## config.mk

```make
export PLATFORM = sky130hd
export DESIGN_NAME = icache
export DESIGN_NICKNAME = d
export VERILOG_FILES = /design/src/rtl/cpu_types_pkg.sv /design/src/rtl/icache_frame_array.sv /design/src/rtl/icache.sv
export SDC_FILE = /design/constraint.sdc
export NUM_CORES = 1
export LEC_CHECK = 0
export CORE_MARGIN = 2
export CORE_UTILIZATION = 65
export DETAILED_ROUTE_END_ITERATION = 6
export PLACE_DENSITY = 0.84
export SYNTH_ARGS = -nofsm -noshare
export SYNTH_HDL_FRONTEND = slang
export SYNTH_SLANG_ARGS = --single-unit
```

## constraint.sdc

```tcl
create_clock -name CLK -period 14.5 [get_ports CLK]
set_input_delay 2.175 -clock CLK [delete_from_list [all_inputs] [get_ports CLK]]
set_output_delay 2.175 -clock CLK [all_outputs]
set_load 0.005 [all_outputs]
```

## src/rtl/cpu_types_pkg.sv

```systemverilog
// Shared types for the instruction cache.
// Holds the address-field split used at the default frame count, plus the fill FSM states.
// No ports; imported by icache and icache_frame_array.
package cpu_types_pkg;

  // Field widths for the default 16-frame cache.
  localparam int IIDX_W = 4;
  localparam int ITAG_W = 32 - IIDX_W - 2;

  // Fetch address broken into tag / frame index / byte offset (default frame count).
  typedef struct packed {
    logic [ITAG_W-1:0] tag;
    logic [IIDX_W-1:0] idx;
    logic [1:0]        bytoff;
  } icachef_t;

  typedef enum logic {
    IDLE  = 1'b0,
    FETCH = 1'b1
  } icache_state_t;

endpackage

```

## src/rtl/icache_frame_array.sv

```systemverilog
// Frame storage for the direct-mapped icache: valid bits, tags and one data word per frame.
// Latency: read port is combinational; write port commits on the rising clock edge.
// Backpressure: none; writes are always accepted. nRST asynchronously clears every valid bit.
// Ports: CLK, nRST; rd_idx -> rd_vld/rd_tag/rd_dat; wr_en with wr_idx/wr_tag/wr_dat.
module icache_frame_array
  import cpu_types_pkg::*;
#(
  parameter int NSETS = 16,
  parameter int IDX_W = $clog2(NSETS),
  parameter int TAG_W = 32 - IDX_W - 2
) (
  input  logic             CLK,
  input  logic             nRST,
  input  logic [IDX_W-1:0] rd_idx,
  output logic             rd_vld,
  output logic [TAG_W-1:0] rd_tag,
  output logic [31:0]      rd_dat,
  input  logic             wr_en,
  input  logic [IDX_W-1:0] wr_idx,
  input  logic [TAG_W-1:0] wr_tag,
  input  logic [31:0]      wr_dat
);

  logic [NSETS-1:0] valid;
  logic [TAG_W-1:0] tags [NSETS];
  logic [31:0]      data [NSETS];

  // Only the valid bits need reset; tag/data are meaningless until valid is set.
  always_ff @(posedge CLK or negedge nRST) begin
    if (!nRST) begin
      valid <= '0;
    end else if (wr_en) begin
      valid[wr_idx] <= 1'b1;
    end
  end

  always_ff @(posedge CLK) begin
    if (wr_en) begin
      tags[wr_idx] <= wr_tag;
      data[wr_idx] <= wr_dat;
    end
  end

  assign rd_vld = valid[rd_idx];
  assign rd_tag = tags[rd_idx];
  assign rd_dat = data[rd_idx];

endmodule

```

## src/rtl/icache.sv

```systemverilog
// Direct-mapped, one-word-per-frame instruction cache with a blocking fill FSM.
// Latency: hits are combinational (0 cycles); a miss costs 1 detect cycle + FETCH cycles, then hits.
// Backpressure: ihit low stalls the fetch; iwait high holds FETCH with iREN/iaddr stable.
// Ports: CLK, nRST; fetch side imemREN/imemaddr -> ihit/imemload; memory side iREN/iaddr <- iwait/iload.
// Optional: define ICACHE_STATS_EN to add the hit_count/miss_count statistics ports.
module icache
  import cpu_types_pkg::*;
#(
  parameter int NSETS = 16
) (
  input  logic        CLK,
  input  logic        nRST,
  input  logic        imemREN,
  input  logic [31:0] imemaddr,
  output logic        ihit,
  output logic [31:0] imemload,
  output logic        iREN,
  output logic [31:0] iaddr,
`ifdef ICACHE_STATS_EN
  output logic [31:0] hit_count,
  output logic [31:0] miss_count,
`endif
  input  logic        iwait,
  input  logic [31:0] iload
);

  localparam int IDX_W = $clog2(NSETS);
  localparam int TAG_W = 32 - IDX_W - 2;

  icache_state_t    state;
  logic [31:0]      miss_addr;
  logic             iren_q;

  logic [IDX_W-1:0] req_idx;
  logic [TAG_W-1:0] req_tag;
  logic             frame_vld;
  logic [TAG_W-1:0] frame_tag;
  logic [31:0]      frame_dat;
  logic             lookup_hit;
  logic             fill_en;

  // Byte offset plays no part in word-aligned lookup.
  logic [1:0]       unused_bytoff;
  assign unused_bytoff = imemaddr[1:0];

  assign req_idx = imemaddr[IDX_W+1:2];
  assign req_tag = imemaddr[31:IDX_W+2];

  icache_frame_array #(
    .NSETS (NSETS),
    .IDX_W (IDX_W),
    .TAG_W (TAG_W)
  ) u_frames (
    .CLK    (CLK),
    .nRST   (nRST),
    .rd_idx (req_idx),
    .rd_vld (frame_vld),
    .rd_tag (frame_tag),
    .rd_dat (frame_dat),
    .wr_en  (fill_en),
    .wr_idx (miss_addr[IDX_W+1:2]),
    .wr_tag (miss_addr[31:IDX_W+2]),
    .wr_dat (iload)
  );

  assign lookup_hit = frame_vld && (frame_tag == req_tag);

  // The fill uses only the latched miss address, so changes on the fetch side
  // during FETCH cannot redirect or abort it.
  assign fill_en  = iren_q && !iwait;

  assign ihit     = (state == IDLE) && imemREN && lookup_hit;
  assign imemload = frame_dat;
  assign iREN     = iren_q;
  assign iaddr    = miss_addr;

  // iren_q mirrors "state == FETCH" as a register so iREN is glitch-free.
  always_ff @(posedge CLK or negedge nRST) begin
    if (!nRST) begin
      state     <= IDLE;
      miss_addr <= '0;
      iren_q    <= 1'b0;
    end else begin
      case (state)
        IDLE: begin
          if (imemREN && !lookup_hit) begin
            miss_addr <= imemaddr;
            iren_q    <= 1'b1;
            state     <= FETCH;
          end
        end
        FETCH: begin
          if (!iwait) begin
            iren_q <= 1'b0;
            state  <= IDLE;
          end
        end
        default: begin
          iren_q <= 1'b0;
          state  <= IDLE;
        end
      endcase
    end
  end

`ifdef ICACHE_STATS_EN
  logic [31:0] hit_q;
  logic [31:0] miss_q;

  // Counters wrap naturally at 32 bits.
  always_ff @(posedge CLK or negedge nRST) begin
    if (!nRST) begin
      hit_q  <= '0;
      miss_q <= '0;
    end else if (state == IDLE) begin
      if (ihit) begin
        hit_q <= hit_q + 32'd1;
      end
      if (imemREN && !lookup_hit) begin
        miss_q <= miss_q + 32'd1;
      end
    end
  end

  assign hit_count  = hit_q;
  assign miss_count = miss_q;
`endif

endmodule

```

# Yosys cells after proc, flatten, opt, wreduce, memory -nomap -nowiden
# Memories as Yosys holds them, arrays and structs flattened.
# Index checks and enable logic that the tools add are counted.
# totals
rom_bits	0
inputBits	68
wordCells	36
output_inout_bits	66
n_memories	2
ff_bits	50
ramBits	928
latchBits	0
# mem_list
memory	depth	word_bits	rd	rd_ports_with_merged_regs	wr	line	source
u_frames.data	16	32	1	0	1	icache_frame_array.sv:26	logic [31:0] data [NSETS];
u_frames.tags	16	26	1	0	1	icache_frame_array.sv:25	logic [TAG_W-1:0] tags [NSETS];
# op_classes
mux	12
bitwise_logic	2
shift	0
magnitude_cmp	3
reduce_logical	10
eq_ne	3
n_addsub	0
mul	0
div_mod_pow	0
# ops
operator	n
$eq A26 B26 Y1	1
$or A16 B16 Y16	1
$lt A4 B5 Y1 const B	2
$mux W1	8
$logic_and A1 B1 Y1	6
$bmux W1 S4	1
$demux W1 S4	1
$ge A4 B1 Y1 const B	1
$pmux W1 S2	2
$reduce_and A2 Y1	2
$logic_not A1 Y1	2
$ne A2 B1 Y1 const B	1
$ne A2 B2 Y1 const B	1
$not A1 Y1	1

# Logic depth before layout (Yosys ltp)
# depth
ltp_word	7
mapped_depth	13
mapped_depth_nobuf	8

# Modules after synthesis
# Synthesis repeated with hierarchy kept, for this count alone.
# unflattened
hier_cells	1591
hier_area_um2	37003.0
# by_module_without_submodules
module	n_inst	cells_per_inst	seq_area_each_um2	area_per_inst_um2
icache_frame_array	1	1479	28267.1	35293.8
icache	1	112	850.8	1709.1

# Worst setup path after synthesis
# No wires, ideal clock.
# synth_path
kind	input -> register
from	input iwait
to	register u_frames.valid[0]
path_stages	4
arrival_ns	7.132
slack_ns	7.279
setup_time_ns	0.089
required_ns	14.411
path_buffers	0
cell_sequence	nand2b_1 or3_1 nor3_1 or2_2
# synth_via
elab_chain_len	2
# synth_lines
item	line	source
start: declaration	icache.sv:23	input logic iwait,
$logic_not A1 Y1	n/a	
$logic_and A1 B1 Y1	icache.sv:70	assign fill_en = iren_q && !iwait;
end signal: assignment	icache_frame_array.sv:31	valid <= '0;
end signal: indexed assignment	icache_frame_array.sv:33	valid[wr_idx] <= 1'b1;
end: declaration	icache_frame_array.sv:24	logic [NSETS-1:0] valid;
# No other way between the ends.
# A chain may end at the register's enable or synchronous reset.

# Worst setup path in the final report
# layout_path
from	input imemaddr[3]
to	output ihit
# layout_via
elab_chain_len	4
elab_cells_between_ends	6
cone_classes	eq/ne (1); mux (2); reduce/logical (2); memory (1)
# layout_lines
item	line	source
start: declaration	icache.sv:14	input logic [31:0] imemaddr,
$mem_v2 Z16 W26 or $bmux W1 S4 (tied branches)	n/a	
$eq A26 B26 Y1 or $mux W1 (tied branches)	icache.sv:66, icache_frame_array.sv:44	
$logic_and A1 B1 Y1 (*)	icache.sv:66	assign lookup_hit = frame_vld && (frame_tag == req_tag);
$logic_and A1 B1 Y1 (*)	icache.sv:72	assign ihit = (state == IDLE) && imemREN && lookup_hit;
end: declaration	icache.sv:15	output logic ihit,
# Every way passes the cells marked *; elsewhere a longest branch is shown, timed or not. The select of a mux whose other input is x is not followed.

==> results.cfg <==
[floorplanning]
ios = 134
dieArea_um2 = 60000
coreArea_um2 = 57600
rows = 88
die_w_um = 245
start_util = 0.656
die_h_um = 245

[finish]
fillCellCount = 2920
layout_commonest_cell = edfxtp_1
fin_util = 0.748
final_area_um2 = 43100
fin_nets = 1878
area_delta_synth_final_pct = 14.1
drive_gt1_frac = 0.253
layout_common_cells = edfxtp_1 (928), mux4_2 (224), clkdlybuf4s50_1 (128)

[critical_path]
r2r_setup_slack_ns = 10.62
worst_r2r_startpoint = u_frames.tags[5][24]
critical_path.max_fanout = 135
start_kind = input pin
slowest_stage = buf_12
crit_chain = buf_8, buf_12, mux4_2, nand2_1, a31oi_1, xor2_1, nor4_1, and3_1, nand3_1, nor2_1, clkdlybuf4s50_1
critPathKind = input pin to output port
r2r_cells = 9
max_stage_delay_ns = 0.77
worst-path-buf-inv = 3
cp.required_ns = 12.32
cp-end-kind = output port
worstPathArrival_ns = 6.91
r2r_end = iaddr[26]
cp_top_family = buffers and inverters

[placement]
post-place-ws_ns = 5.59
gp_congestion = 0.818
place_area_um2 = 40000
hpwl_mm = 42.6
numPortBuffers = 133

[routing]
wl_met2_mm = 46.6
routed_wirelength_mm = 91.5
ant_nets = 0
highest_layer = met5
met3_length_mm = 9.32
first_iter_violations = 2481
post_drt_wl_per_cell_um = 34.5
via_per_inst = 7.02
num_vias = 18600
drtPass1Iterations = 6
wl_met1_mm = 32.2
drc = 0

[power]
p_leak_nw = 13.9
powerDensity_nw_per_um2 = 149
ir_worst_vdd_mv = 0.122

[sta]
finalCritPeriodShare = 0.627
rsz0062_at_grt = false
setup_tns_ns = 0
timing.final.hold_violations = 0
max_slew.worst_pin.slew_ns = 1.15
holdWs_ns = 0.471
period_needed_ns = 9.09
fin_ws_ns = 5.41
slew_headroom = 0.231
setup_viol = 0
finClkSkew_ns = 0.0237
drv_slew = 0
max_freq_ghz = 0.110

[logic_synthesis]
ys_seq_area_frac = 0.771
avgSynthCellArea_um2 = 23.2
synth_area_um2 = 37800
synth_cells = 1628
ys_async_sr_fraction = 0.0511
yosys_warnings = 0
ys_ff_latch = 978
synth-main-ff-cell = edfxtp_1
synth-edff-count = 928
ys_types = 58
syn_nets = 1696

[clock_network]
clkTransAtPathRegs_ns = 0.07
h-tree-depth = 3
post_cts_resized = 0
cts_root_buf = clkbuf_16
clock_sinks = 978
numCtsBuffers = 94
cts_setup_buffers = 0
clk_latency_ns = 0.66
cts_tree = yes
clockBufferDepth = 3
postCtsHoldBufs = 0

[global_route]
grt_pass1_vias = 19300
track_usage = 0.315
grt_max_degree = 136
overflow = 0
antenna_found_initial = 6
grt_pass1_wl_mm = 133

[worst_hold_path]
hold_end = u_frames.valid[2]
hp-class = register to register
whs_path_depth = 1
min_from = u_frames.valid[2]

[job]
cap_violations = 0

[outcome]
status = completed
## worst max path at each step
stage	startpoint	endpoint	slack, ns	depth (start not counted)
floorplan	iwait	u_frames.valid[0]	7.28	4
CTS	imemaddr[3]	ihit	5.59	11
detailed placement	imemaddr[3]	ihit	5.59	11
global route	imemaddr[3]	ihit	5.36	11
finish	imemaddr[3]	ihit	5.41	11
global placement	imemaddr[3]	ihit	5.63	11
## metrics by stage
| step | instances | power, mW |
|---|---|---|
| final | 2654 | 6.41 |
| after global routing | 2653 | 6.58 |
| after floorplan | 1628 | 3.71 |
| after global placement | 2479 | 3.94 |
| after detailed placement | 2479 | 3.97 |
| after CTS | 2652 | 6.43 |
## layout make-up
type / count / area [um^2] / area share
diodes: 2 / 5.00 / 0.000116
well taps: 765 / 957 / 0.0222
repair buffers: 165 / 1580 / 0.0367
flip-flops and latches: 978 / 29100 / 0.676
multi-input cells: 568 / 8310 / 0.193
clock inverters: 52 / 552 / 0.0128
clock buffers: 121 / 2550 / 0.0593
inverters: 3 / 13.8 / 0.000319
## power by group
part / internal, mW / switching, mW / leakage, nW
Sequential: 3.30 / 0.128 / 8.94
Clock: 1.41 / 1.06 / 1.52
Combinational: 0.241 / 0.267 / 3.49
Total: 4.95 / 1.46 / 13.9
## Yosys cell counts, drive strengths merged, types with 8 or more instances
cell,n,area (um^2)
nor4,11,75.1
edfxtp,928,27900
xor2,20,175
buf,53,330
nand3,12,60.1
a22oi,24,180
clkbuf,26,98.8
o21ai,10,50.1
mux2,32,465
dfrtp,50,1250
nor2,20,75.1
mux2i,62,621
or2,16,100
and3,8,50.1
xnor2,13,114
nand2,23,86.3
mux4,246,5620
## routing by layer
metal,vias to the layer above,global-route usage
li1,7281,-
met1,9756,0.425
met2,1358,0.514
met3,224,0.0713
met4,8,0.120
met5,-,0
## logic make-up after synthesis
kind of cell,synth area share
xor gates and xnor gates,0.00766
and+or+nand+nor,0.0178
buffers and inverters,0.0117
DFF,0.771
muxes,0.178
AOI/OAI and AO/OA,0.0140
## sequential cells by signal (all words and copies together) (netlist names)
register and cells:
u_frames.tags 416, iREN 1, u_frames.data 512, u_frames.valid 16
state 1, iaddr 32
Power figures use the tool's default switching activity.
==> edit (same settings) <==
Build with the macro `ICACHE_STATS_EN` defined.
--- a/src/rtl/icache.sv
+++ b/src/rtl/icache.sv
@@ -4,4 +4,6 @@
 // Ports: CLK, nRST; fetch side imemREN/imemaddr -> ihit/imemload; memory side iREN/iaddr <- iwait/iload.
 // Optional: define ICACHE_STATS_EN to add the hit_count/miss_count statistics ports.
+`define ICACHE_STATS_EN
+
 module icache
   import cpu_types_pkg::*;
New outputs: hit_count and miss_count. Check against the original RTL: not settled (the Yosys comparison gave no result); the edit may change what the design does.
==> edit against the unedited design <==
Routed wire length increased by 8.2%; sequential cell count up 64; largest cell class unchanged; sequential share of layout area fell by 2.3 points; worst setup slack got worse by 0.81 ns; final area is 9.2% higher; synthesized area rose by 8.2%; sequential power grew 5.8%; count of clock-buffer cells in the layout increased by 13; power grew 5.8%; non-clock buffer count increased by 63; global-route usage is 0.17 points lower; final cell count rose by 17%.
==> edit: results (changes against the unedited design) <==
- Outcome: completed (unchanged)
* Layout cell share with drive strength beyond 1: 22.8% (was 25.3%)
- Least-Margin Pin Slew: 1.16 ns (was 1.15 ns)
* Fraction of synthesized area in multiplexers: 16.5% (was 17.8%)
- The number of detailed-routing iterations run before antenna repair is 5 (was 6).
* Clock Skews: 0.0253 ns (was 0.0237 ns)
- The reported leakage power came to 15.6 nW (was 13.9 nW).
- Largest cells by area after synthesis: sky130_fd_sc_hd__edfxtp_1 68%, sky130_fd_sc_hd__mux4_2 14%, sky130_fd_sc_hd__dfrtp_1 7.0% (was sky130_fd_sc_hd__edfxtp_1 74%, sky130_fd_sc_hd__mux4_2 13%, sky130_fd_sc_hd__dfrtp_1 3.3%)
- Xor/xnor cell area share of the yosys netlist: 1.95% (was 0.766%)
- The first-pass GRT wire length was 144 mm (was 133 mm).
- The number of nets in the finished design came to 2254 (was 1878).
* Netlist cell types: 65 (was 58)
* Final GP Congestion: 0.881 (was 0.818)
- The total track usage came to 31.3% (was 31.5%).
* CP max FO: 84 (was 135)
- Synthesized-area fraction occupied by ao, oa, aoi and oai cells: 1.45% (was 1.40%)
* Antenna violations before repair: 2 (was 6)
- Post-synth ARST share: 10.9% (was 5.11%)
- Most frequent cells after synthesis: 928 x sky130_fd_sc_hd__edfxtp_1, 251 x sky130_fd_sc_hd__mux4_2, 114 x sky130_fd_sc_hd__dfrtp_1 (was 928 x sky130_fd_sc_hd__edfxtp_1, 224 x sky130_fd_sc_hd__mux4_2, 62 x sky130_fd_sc_hd__mux2i_1)
* Pin count of the biggest net entering global routing: 99 (was 136)
- The vias after detailed routing was 21100 (was 18600).
- Half-perimeter wire length after detailed placement: 49.6 mm (was 42.6 mm)
- Adder-Cell Fraction of Synth Area: 0.0612% (was 0%)
- Critical path data arrival time: 7.72 ns (was 6.91 ns)
- Vias in the first global route: 22000 (was 19300)
* Wire length after detailed routing: 99.0 mm (was 91.5 mm)
- The number of buffers created by CTS was 100 (was 94).
- Sequential fraction of the synthesis area: 75.2% (was 77.1%)
- The violation count after the first detailed-routing iteration was 2827 (was 2481).
- Mapped Nets: 2018 (was 1696)
[edit: cell count changes after synthesis, sizes merged, moves of 8 or more]
cell,unedited run,this run
nor3,7,41
nand2,23,54
dfrtp,50,114
a22oi,24,13
nor2,20,39
xnor2,13,31
inv,2,19
o22ai,1,9
xor2,20,60
nand4,3,13
nor4,11,22
nand3,12,24
clkbuf,26,36
[edit: metal layers]
| layer | global-route usage, % | wire, µm | vias up |
|---|---|---|---|
| met5 | 0 | 13 | - |
| met4 | 10.7 | 3420 | 2 |
| met3 | 6.71 | 9250 | 250 |
| met2 | 52.3 | 50800 | 1350 |
| met1 | 41.9 | 35500 | 11000 |
| li1 | - | - | 8490 |
[edit: critical path, cell delays in order]
cell and delay [ns]:
sky130_fd_sc_hd__buf_8 0.65, sky130_fd_sc_hd__buf_4 0.83, sky130_fd_sc_hd__buf_4 0.87, sky130_fd_sc_hd__mux4_2 0.61, sky130_fd_sc_hd__mux4_2 0.51, sky130_fd_sc_hd__xnor2_1 0.36, sky130_fd_sc_hd__nand4_1 0.32, sky130_fd_sc_hd__nor4_4 0.63
sky130_fd_sc_hd__clkdlybuf4s50_1 0.63
[edit: stage by stage]
step | instances | area [µm²]
after global placement | 2919 | 43800
after global routing | 3109 | 47000
final | 3109 | 47000
after floorplan | 1948 | 40900
after detailed placement | 2919 | 43800
after CTS | 3108 | 47000
[edit: cells by family after synthesis]
kind of cell    count (synthesis)
simple gates                  264
xor+xnor                       91
buf+inv                       113
fa+ha+maj                       2
flops                        1042
mux                           357
compound gates                 79
[edit: path summary, 6_finish.rpt]
| check | endpoint | slack, ns | depth (start not counted) | from |
|---|---|---|---|---|
| min in group asynchronous | iaddr[13] | 1.60 | 1 | nRST |
| max in group asynchronous | miss_count[23] | 11.55 | 2 | nRST |
| min reg2reg | hit_count[31] | 0.47 | 1 | hit_count[31] |
| max | ihit | 4.61 | 9 | imemaddr[2] |
| min | hit_count[31] | 0.47 | 1 | hit_count[31] |
| max reg2reg | iaddr[1] | 9.84 | 9 | u_frames.tags[14][16] |
[edit: final cells by class]
| cell class | instances | area (µm²) |
|---|---|---|
| inverters | 19 | 72.6 |
| flip-flops and latches | 1042 | 30700 |
| clock buffers | 134 | 2760 |
| clock inverters | 55 | 509 |
| repair buffers | 228 | 2210 |
| multi-input cells | 793 | 9720 |
| fillers | 3270 | 14900 |
| well taps | 837 | 1050 |
| diodes | 1 | 2.50 |
[edit: where the power goes]
group	total [mW]	internal (mW)	leakage, nW	switching, mW
combinational	0.569	0.269	4.23	0.300
clock	2.59	1.48	1.58	1.10
sequential	3.63	3.49	9.75	0.139
